`config.mk`:
```
export PLATFORM = sky130hd
export DESIGN_NAME = sc_ulpi_regctl
export DESIGN_NICKNAME = d
export VERILOG_FILES = /design/src/rtl/sc_ulpi_pkg.sv /design/src/rtl/sc_ulpi_regctl.sv
export SDC_FILE = /design/constraint.sdc
export NUM_CORES = 1
export LEC_CHECK = 0
export BUFFER_PORTS_ARGS = -buffer_cell sky130_fd_sc_hd__buf_2
export CAP_MARGIN = 10
export CORE_UTILIZATION = 40
export DETAILED_ROUTE_END_ITERATION = 10
export GPL_TIMING_DRIVEN = 0
export PLACE_DENSITY = 0.58
export SYNTH_ARGS = -nofsm -noshare
export SYNTH_HDL_FRONTEND = slang
export SYNTH_SLANG_ARGS = --single-unit
```
`constraint.sdc`:
```
create_clock -name i_clk -period 2.65 [get_ports i_clk]
set_clock_uncertainty 0.15 [all_clocks]
set_input_delay 0 -clock i_clk [delete_from_list [all_inputs] [get_ports i_clk]]
set_output_delay 0 -clock i_clk [all_outputs]
set_load 0.1 [all_outputs]
```
`src/rtl/sc_ulpi_pkg.sv`:
```
// Shared ULPI link-side types: TX CMD codes, RX CMD layout and the register-access sequencer states.
package sc_ulpi_pkg;

    localparam int unsigned BYTE_W  = 8;
    localparam int unsigned RETRY_W = 4;
    localparam int unsigned TMO_W   = 8;

    typedef enum logic [1:0] {
        CCD_SPECIAL   = 2'b00,
        CCD_TRANSMIT  = 2'b01,
        CCD_REG_WRITE = 2'b10,
        CCD_REG_READ  = 2'b11
    } ulpiCCD_e;

    // Immediate-address payload value that announces a following extended-address byte.
    localparam logic [5:0] cpdExtend = 6'h2F;

    typedef struct packed {
        logic       alt_int;
        logic       id_gnd;
        logic [1:0] rx_event;
        logic [1:0] vbus_state;
        logic [1:0] line_state;
    } rxCmd_s;

    typedef enum logic [3:0] {
        IDLE,
        TXCMD,
        EXTADR,
        WDATA,
        STP,
        RTURN,
        RDATA,
        RWAIT,
        ABORT,
        DONE
    } ulpiRegCtlState_e;

    function automatic logic [BYTE_W-1:0] ulpi_txcmd(input ulpiCCD_e ccd, input logic [5:0] cpd);
        return {ccd, cpd};
    endfunction

endpackage

```
`src/rtl/sc_ulpi_regctl.sv`:
```
// ULPI register read/write sequencer with PHY-abort retry and NXT timeout.
// Optional RX CMD capture outputs are enabled by defining SC_ULPI_REGCTL_RXCMD_EN.
module sc_ulpi_regctl
    import sc_ulpi_pkg::*;
#(
    parameter int unsigned MAX_RETRY   = 3,
    parameter int unsigned NXT_TIMEOUT = 255
) (
    input  logic              i_clk,
    input  logic              i_rstn,
    input  logic              i_req,
    input  logic              i_req_wr,
    input  logic              i_req_ext,
    input  logic [BYTE_W-1:0] i_req_addr,
    input  logic [BYTE_W-1:0] i_req_wdata,
    output logic              o_ack,
    output logic [BYTE_W-1:0] o_rdata,
    output logic              o_err,
    output logic              o_busy,
    input  logic              i_ulpi_dir,
    input  logic              i_ulpi_nxt,
    input  logic [BYTE_W-1:0] i_ulpi_data,
    output logic [BYTE_W-1:0] o_ulpi_data,
    output logic              o_ulpi_data_oe,
    output logic              o_ulpi_stp
`ifdef SC_ULPI_REGCTL_RXCMD_EN
    ,
    output rxCmd_s            o_rxcmd,
    output logic              o_rxcmd_vld
`endif
);

    ulpiRegCtlState_e    r_state;
    ulpiRegCtlState_e    w_next;
    logic                r_wr;
    logic                r_ext;
    logic [BYTE_W-1:0]   r_addr;
    logic [BYTE_W-1:0]   r_wdata;
    logic [RETRY_W-1:0]  r_retry;
    logic [TMO_W-1:0]    r_tmo;
    logic                r_err_flag;
    logic [BYTE_W-1:0]   r_rcap;
    logic                r_ack;
    logic [BYTE_W-1:0]   r_rdata;
    logic                r_err;
    logic                r_busy;
    logic [BYTE_W-1:0]   r_data_o;
    logic                r_drive;
    logic                r_stp;

    logic                w_accept;
    logic                w_err_set;
    logic                w_retry_inc;
    logic                w_rcap;
    logic                w_stall;
    logic                w_tmo_hit;
    logic                w_byte_phase;
    ulpiRegCtlState_e    w_after_cmd;
    logic                w_cmd_wr;
    logic                w_cmd_ext;
    logic [BYTE_W-1:0]   w_cmd_addr;
    ulpiCCD_e            w_ccd;
    logic [BYTE_W-1:0]   w_byte;

    // Next-state and per-transition controls.
    always_comb begin
        w_next      = r_state;
        w_accept    = 1'b0;
        w_err_set   = 1'b0;
        w_retry_inc = 1'b0;
        w_rcap      = 1'b0;
        w_stall     = ~i_ulpi_dir & ~i_ulpi_nxt;
        w_tmo_hit   = (r_tmo == TMO_W'(NXT_TIMEOUT - 1));
        w_after_cmd = r_wr ? WDATA : RTURN;
        w_byte_phase = (r_state == TXCMD) || (r_state == EXTADR) || (r_state == WDATA);

        case (r_state)
            IDLE: begin
                if (i_req && !i_ulpi_dir) begin
                    w_accept = 1'b1;
                    w_next   = TXCMD;
                end
            end
            TXCMD, EXTADR, WDATA: begin
                if (i_ulpi_dir) begin
                    w_next = ABORT;
                end else if (i_ulpi_nxt) begin
                    if (r_state == TXCMD && r_ext) begin
                        w_next = EXTADR;
                    end else if (r_state == WDATA) begin
                        w_next = STP;
                    end else begin
                        w_next = w_after_cmd;
                    end
                end else if (w_tmo_hit) begin
                    w_err_set = 1'b1;
                    w_next    = STP;
                end
            end
            STP: begin
                w_next = DONE;
            end
            RTURN: begin
                w_next = (i_ulpi_dir && !i_ulpi_nxt) ? RDATA : ABORT;
            end
            RDATA: begin
                w_rcap = 1'b1;
                w_next = RWAIT;
            end
            RWAIT: begin
                if (!i_ulpi_dir) begin
                    w_next = DONE;
                end
            end
            ABORT: begin
                if (!i_ulpi_dir) begin
                    if (r_retry == RETRY_W'(MAX_RETRY)) begin
                        w_err_set = 1'b1;
                        w_next    = DONE;
                    end else begin
                        w_retry_inc = 1'b1;
                        w_next      = TXCMD;
                    end
                end
            end
            DONE: begin
                w_next = IDLE;
            end
            default: begin
                w_next = IDLE;
            end
        endcase
    end

    // Bus byte for the upcoming state; the request is not latched yet when leaving IDLE.
    always_comb begin
        w_cmd_wr   = (r_state == IDLE) ? i_req_wr   : r_wr;
        w_cmd_ext  = (r_state == IDLE) ? i_req_ext  : r_ext;
        w_cmd_addr = (r_state == IDLE) ? i_req_addr : r_addr;
        w_ccd      = CCD_REG_READ;
        if (w_cmd_wr) begin
            w_ccd = CCD_REG_WRITE;
        end
        w_byte = '0;
        case (w_next)
            TXCMD:   w_byte = ulpi_txcmd(w_ccd, w_cmd_ext ? cpdExtend : w_cmd_addr[5:0]);
            EXTADR:  w_byte = r_addr;
            WDATA:   w_byte = r_wdata;
            default: w_byte = '0;
        endcase
    end

    always_ff @(posedge i_clk) begin
        if (!i_rstn) begin
            r_state    <= IDLE;
            r_wr       <= 1'b0;
            r_ext      <= 1'b0;
            r_addr     <= '0;
            r_wdata    <= '0;
            r_retry    <= '0;
            r_tmo      <= '0;
            r_err_flag <= 1'b0;
            r_rcap     <= '0;
            r_ack      <= 1'b0;
            r_rdata    <= '0;
            r_err      <= 1'b0;
            r_busy     <= 1'b0;
            r_data_o   <= '0;
            r_drive    <= 1'b0;
            r_stp      <= 1'b0;
        end else begin
            r_state <= w_next;

            if (w_accept) begin
                r_wr    <= i_req_wr;
                r_ext   <= i_req_ext;
                r_addr  <= i_req_addr;
                r_wdata <= i_req_wdata;
            end

            if (w_next == DONE || w_next == IDLE) begin
                r_retry <= '0;
            end else if (w_retry_inc) begin
                r_retry <= r_retry + RETRY_W'(1);
            end

            if (w_next != r_state) begin
                r_tmo <= '0;
            end else if (w_stall && w_byte_phase) begin
                r_tmo <= r_tmo + TMO_W'(1);
            end

            if (w_accept) begin
                r_err_flag <= 1'b0;
            end else if (w_err_set) begin
                r_err_flag <= 1'b1;
            end

            if (w_rcap) begin
                r_rcap <= i_ulpi_data;
            end

            // Read data only moves on a successful read completion.
            if (w_next == DONE && !r_wr && !(r_err_flag || w_err_set)) begin
                r_rdata <= r_rcap;
            end

            r_ack    <= (w_next == DONE);
            r_err    <= (w_next == DONE) && (r_err_flag || w_err_set);
            r_busy   <= (w_next != IDLE) && (w_next != DONE);
            r_stp    <= (w_next == STP);
            r_drive  <= (w_next == TXCMD) || (w_next == EXTADR) || (w_next == WDATA) || (w_next == STP);
            r_data_o <= w_byte;
        end
    end

    assign o_ack          = r_ack;
    assign o_rdata        = r_rdata;
    assign o_err          = r_err;
    assign o_busy         = r_busy;
    assign o_ulpi_data    = r_data_o;
    assign o_ulpi_stp     = r_stp;
    assign o_ulpi_data_oe = r_drive & ~i_ulpi_dir;

`ifdef SC_ULPI_REGCTL_RXCMD_EN
    rxCmd_s r_rxcmd;
    logic   r_rxcmd_vld;
    logic   w_rx_hit;

    // PHY-owned bus bytes outside the read turnaround/data slots are RX CMDs.
    assign w_rx_hit = i_ulpi_dir & ~i_ulpi_nxt & (r_state != RTURN) & (r_state != RDATA);

    always_ff @(posedge i_clk) begin
        if (!i_rstn) begin
            r_rxcmd     <= '0;
            r_rxcmd_vld <= 1'b0;
        end else begin
            r_rxcmd_vld <= w_rx_hit;
            if (w_rx_hit) begin
                r_rxcmd <= rxCmd_s'(i_ulpi_data);
            end
        end
    end

    assign o_rxcmd     = r_rxcmd;
    assign o_rxcmd_vld = r_rxcmd_vld;
`endif

endmodule

```
==> results of run 1 <==
power by group through the flow:
stage / registers, mW / clock network [mW] / logic (mW)
detailed placement: 1.02 / 0 / 0.342
global placement: 1.02 / 0 / 0.339
floorplan: 1.10 / 0 / 0.181
finish: 1.00 / 0.914 / 0.376
global route: 1.01 / 0.985 / 0.405
CTS: 1.00 / 0.933 / 0.376
worst max-delay path, stage by stage, from the launching register on:
cell and delay, ns:
dfxtp_1 0.34, ha_1 0.21, nor3b_1 0.19, nor3b_1 0.18, a2111oi_1 0.49, o2111ai_2 0.34
buf_4 0.28, nand3_1 0.08, o21ai_1 0.06
area by class of cell:
cell class              instances  area [um2]
plain buffers                  19       107.6
clock buffers                  13       148.9
clock inverters                 3       65.06
fillers                       699        3377
inverters                       3       11.26
multi-input cells             249        1680
flip-flops and latches         64        1281
well taps                      99       123.9
repair buffers                 79       535.5
routing by layer:
metal	part of all wire, %	up-vias	wire length, um	GRT usage (%)
met5	0	-	0	0
met4	1.1	0	82	7.650
met3	2.8	8	212	3.892
met2	46	44	3515	33.27
met1	50	1237	3776	25.03
li1	-	1359	-	-
cells in the final DEF, fill, tap and decap left out, types with 2 or more instances in the layout:
cell type and instances:
buf_6 2, inv_1 3, nand2_1 56, nand3b_1 4
nand4_1 4, o21ai_1 10, nor2b_1 13, o221ai_2 3
dlygate4sd3_1 28, buf_4 4, clkbuf_8 10, dfxtp_1 64
and2_1 4, nor2_1 18, mux2i_1 10, and3_1 5
o2bb2ai_1 7, nor3b_1 6, a21oi_1 9, nor3_1 15
or4b_4 2, buf_2 56, bufinv_16 2, o221a_2 2
xnor2_1 4, a21boi_0 18, a211oi_1 6, ha_1 3
nand3_1 11, clkbuf_1 11, o21ai_0 4, xor2_1 7
repair_timing:
item,in CTS,in global routing
setup endpoints to repair,0,0
hold buffers,28,0
hold endpoints to repair,30,0
gates resized for setup,0,0
through the flow:
step / hold slack [ns] / std cells / total power [mW] / utilization [%]
final: 0.01696 / 529 / 2.293 / 53.93
after CTS: 0.007167 / 529 / 2.311 / 53.93
after floorplan: -0.005088 / 335 / 1.278 / -
after detailed placement: 0.1082 / 485 / 1.367 / 47.19
after global routing: 0.02014 / 529 / 2.396 / 53.93
after global placement: 0.1042 / 485 / 1.364 / 47.19
how the worst max path moves through the flow:
stage,cells past startpoint,to
final,8,o_rdata[0]
after floorplan,8,o_rdata[0]
after global routing,8,o_rdata[1]
after global placement,8,o_rdata[1]
after CTS,8,o_rdata[0]
after detailed placement,8,o_rdata[0]
logic make-up (layout without fill, tap and decap cells):
| logic type | after synthesis | count (layout) | share of synthesized area [%] |
|---|---|---|---|
| muxes | 11 | 11 | 3.981 |
| buffers and inverters | 22 | 117 | 3.859 |
| xor gates and xnor gates | 12 | 12 | 3.656 |
| AOI/OAI and AO/OA | 71 | 71 | 19.01 |
| and+or+nand+nor | 152 | 152 | 26.69 |
| DFF | 64 | 64 | 41.59 |
| adders and majority gates | 3 | 3 | 1.219 |
sequential cells by signal (all words and copies together), names as in the netlist, 4 cells and up:
| signal | flops |
|---|---|
| r_rcap | 8 |
| r_tmo | 8 |
| o_ulpi_data | 8 |
| r_retry | 4 |
| r_wdata | 8 |
| r_state | 4 |
| r_addr | 8 |
| o_rdata | 8 |
==> results_dict.tcl, run 1 <==
set metrics [dict create \
    critical_path_class "flop to flop" \
    hold_violations 0 \
    finalWirelength_mm 7.586 \
    r2r_start "r_retry[0]" \
    ff2ff_setup_slack_ns 0.21 \
    worst_slew_pin_slew_ns 0.6718 \
    place.gp.congestion 0.7875 \
    start_util_pct 42.02 \
    grt_usage_pct 19.82 \
    required_ns 2.72 \
    syn_area_per_cell_um2 9.195 \
    numCtsBuffers 9 \
    antenna_found_initial 0 \
    ctsRootBufferMaster "clkbuf_8" \
    clk_pin_slew_ns 0.07 \
    rsz0062_at_grt "false" \
    status "completed" \
    syn2layout_area_growth_pct 28.35 \
    synth_cells 335 \
    startpoint "r_retry[0]" \
    num_vias 2648 \
    post_cts_buffers 0 \
    netlist.area_leader.share_pct 41.59 \
    async_flop_share_pct 0 \
    clock_path_buffers 2 \
    io_pins 52 \
    dp_slack_ns 0.2102 \
    rows 31 \
    switching_power_mw 0.6134 \
    routedWlPerCell_um 14.34 \
    power.internal_mw 1.680 \
    via_per_inst 5.006 \
    ys_top_cells_by_count "dfxtp_1, nand2_1, a21boi_0, nor2_1, nor3_1" \
    ys_seq_elements 64 \
    placed_area_um2 3460 \
    min_path_cells 4 \
    r2r.worst_path.cells 8 \
    worstHoldStart "i_ulpi_nxt" \
    overflow 0 \
    synth_most_common_cell "dfxtp_1" \
    clock_sinks 64 \
    clk_latency_ns 0.33 \
    max-vdd-ir-drop_mv 0.2926 \
    htreeDepth 3 \
    timing.final.crit_period_ns 2.435 \
    firstDrtPassIters 4 \
    worstPathArrival_ns 2.51 \
    grt_pass1_wl_mm 12.77 \
    hold_path.class "input port to flop" \
    final_layout_size_suffix_gt1_share_pct 23.72 \
    setup_viol 0 \
    seq_power_share_pct 43.8 \
    syn_area_um2 3080 \
    dieArea_um2 8056 \
    relSlewSlack_pct 55.22 \
    finalInstanceArea_um2 3954 \
    min_to "r_tmo[0]" \
    nets 459 \
    antenna_cells 0 \
    core-area_um2 7331 \
    yosysUniqueCellTypes 57 \
    crit_path_max_fanout 10 \
    grt_max_degree 11 \
    switching_share_pct 26.75 \
    p_comb_share_pct 16.4 \
    ys.flop_type "dfxtp_1" \
    yosys.area.top_type "dfxtp_1" \
    cap_violations 0 \
    io_buffers 51 \
    p_leak_nw 1.528 \
    grt_pass1_vias 2688 \
    finalMaxSlewViolations 0 \
    drc 0 \
    start_kind "flop" \
    r2r_end "o_rdata[0]" \
    fin_ws_ns 0.2150 \
    synth_warnings 0 \
    fin_tns_setup_ns 0 \
    antenna_left 0 \
    clock_power_share_pct 39.8 \
    synthesis.nets 369 \
    cp-end-kind "flop" \
    die_width_um 89.76 \
    drt_iter0_drc 91 \
    cts_tree "built" \
    fmax_mhz 410.7 \
    synth_area_leaders "dfxtp_1, nand2_1, a21boi_0" \
    synth-edff-count 0 \
    ys_seq_area_share_pct 41.59 \
    post-dp-hpwl_mm 5.186 \
    powerDensity_nw_per_um2 580.0 \
    fin_crit_sh_pct 91.89 \
    die_h_um 89.76 \
]
Power figures use the tool's default switching activity.
==> inputs of run 2 (changes only) <==
--- a/config.mk
+++ b/config.mk
@@ -11,6 +11,7 @@
 export DETAILED_ROUTE_END_ITERATION = 10
 export GPL_TIMING_DRIVEN = 0
 export PLACE_DENSITY = 0.58
+export SETUP_SLACK_MARGIN = 0.4
 export SYNTH_ARGS = -nofsm -noshare
 export SYNTH_HDL_FRONTEND = slang
 export SYNTH_SLANG_ARGS = --single-unit
==> results_dict.tcl, run 2 (synthesis results as in run 1) <==
set metrics [dict create \
    status "completed" \
    worstHoldStart "i_ulpi_nxt" \
    seq_power_share_pct 43.0 \
    met1_usage_pct 25.22 \
    dieArea_um2 8056 \
    place.gp.congestion 0.7875 \
    io_buffers 51 \
    fin_tns_setup_ns 0 \
    grt_pass1_vias 2741 \
    top_usage_layer "met2" \
    total_power_mw 2.337 \
    p_leak_nw 1.628 \
    r2r_start "r_state[2]" \
    clock_power_share_pct 39.2 \
    clk_pin_slew_ns 0.06 \
    antenna_left 0 \
    path_cells "buf_6 -> or2_4 -> o21ai_2 -> a41oi_4 -> or4b_4 -> a21oi_4 -> nor3b_1" \
    switching_share_pct 26.94 \
    cp-end-kind "flop" \
    ctsRootBufferMaster "clkbuf_8" \
    start_kind "flop" \
    numCtsBuffers 9 \
    antenna_found_initial 0 \
    cap_violations 0 \
    worst_slew_pin_slew_ns 0.6322 \
    whs_ns 0.05090 \
    timing.final.crit_period_ns 2.221 \
    io_pins 52 \
    grt_pass1_wl_mm 12.93 \
    met3_usage_pct 3.892 \
    core-area_um2 7331 \
    min_path_cells 4 \
    cpPeakStageDelay_ns 0.59 \
    fin_crit_sh_pct 83.82 \
    critical_path_class "flop to flop" \
    setup_viol 0 \
    drc 0 \
    max-vdd-ir-drop_mv 0.2945 \
    grt_usage_pct 20.07 \
    post-dp-hpwl_mm 5.186 \
    hold_violations 0 \
    antenna_cells 0 \
    mostFrequentLayoutCells "dfxtp_1, nand2_1, buf_2, dlygate4sd3_1, a21boi_0" \
    r2r_end "r_retry[2]" \
    rows 31 \
    grt_use_met2_pct 33.91 \
    required_ns 2.72 \
    rsz0062_at_grt "true" \
    power.internal_mw 1.708 \
    relSlewSlack_pct 57.85 \
    final_common_cell "dfxtp_1" \
    final_layout_size_suffix_gt1_share_pct 29.50 \
    hold_path.class "input port to flop" \
    firstDrtPassIters 4 \
    finalMaxSlewViolations 0 \
    p_comb_share_pct 17.9 \
    cp_slowest_cell "or4b_4" \
    min_to "r_tmo[0]" \
    fin_util_pct 57.43 \
    start_util_pct 42.02 \
    num_vias 2740 \
    ff2ff_setup_slack_ns 0.43 \
    cts_tree "built" \
    clk_latency_ns 0.34 \
    grt_max_degree 11 \
    overflow 0 \
    die_h_um 89.76 \
    nets 473 \
    syn2layout_area_growth_pct 36.68 \
    clock_path_buffers 2 \
    drt_iter0_drc 83 \
    crit_path_max_fanout 10 \
    clock_sinks 64 \
    routedWlPerCell_um 14.40 \
    finalWirelength_mm 7.821 \
    powerDensity_nw_per_um2 555.2 \
    fmax_mhz 450.2 \
    r2r.worst_path.cells 7 \
    via_per_inst 5.046 \
    switching_power_mw 0.6298 \
    htreeDepth 3 \
    die_width_um 89.76 \
    worstPathArrival_ns 2.29 \
]
[run 2: cell count changes in the layout (fill, tap and decap cells not counted), sizes merged]
cell	change
buf	+13
clkbuf	+1
[run 2: metrics by stage]
| stage | setup slack, ns | instances | area, um2 |
|---|---|---|---|
| 3_3_place_gp | 0.1988 | 485 | 3460 |
| 6_report | 0.4288 | 543 | 4210 |
| 3_5_place_dp | 0.2102 | 485 | 3460 |
| 2_1_floorplan | 0.5444 | 335 | 3080 |
| 4_1_cts | 0.4022 | 535 | 4068 |
| 5_1_grt | 0.3527 | 543 | 4210 |
[run 2: timing repair]
item	in CTS	in global routing
setup buffers	6	8
pin swaps	5	10
gates resized for setup	13	21
hold endpoints to repair	29	0
setup endpoints to repair	38	39
hold buffers	28	0
[run 2: layer usage]
layer  part of all wire (%)  vias to the layer above  wire length [um]
li1                       -                     1394                 -
met1                     48                     1290              3789
met2                     48                       47              3723
met3                    2.6                        9               200
met4                    1.4                        0               108
met5                      0                        -                 0
[run 2: worst max path at each step]
stage	from	to	slack, ns	cells past startpoint
after global placement	r_retry[0]	o_rdata[1]	0.20	8
after floorplan	r_retry[0]	o_rdata[0]	0.54	8
after global routing	r_state[3]	r_tmo[1]	0.35	7
after detailed placement	r_retry[0]	o_rdata[0]	0.21	8
after CTS	r_state[2]	r_tmo[1]	0.40	6
final	r_state[2]	r_retry[2]	0.43	7
[run 2: worst max-delay path: cells and delay by family, from the launching register on]
family                 cells  cell delay (ns)
buffers and inverters      1             0.14
AND/OR/NAND/NOR            3             0.96
flip-flops                 1             0.31
AO/OA/AOI/OAI              3             0.56
[run 2: final cells by class]
class                   count  area, um2
plain buffers              19      122.6
clock buffers              13      148.9
clock inverters             3      65.06
fillers                   660       3120
inverters                   3      11.26
multi-input cells         249       1805
flip-flops and latches     64       1285
well taps                  99      123.9
repair buffers             93      648.1
[run 2: power by group through the flow]
stage                     logic [mW]  clock network (mW)  registers [mW]
after floorplan                0.181                   0            1.10
after global placement         0.339                   0            1.02
after detailed placement       0.342                   0            1.02
after CTS                      0.391               0.933            1.00
after global routing           0.447               0.984            1.01
final                          0.418               0.915            1.00
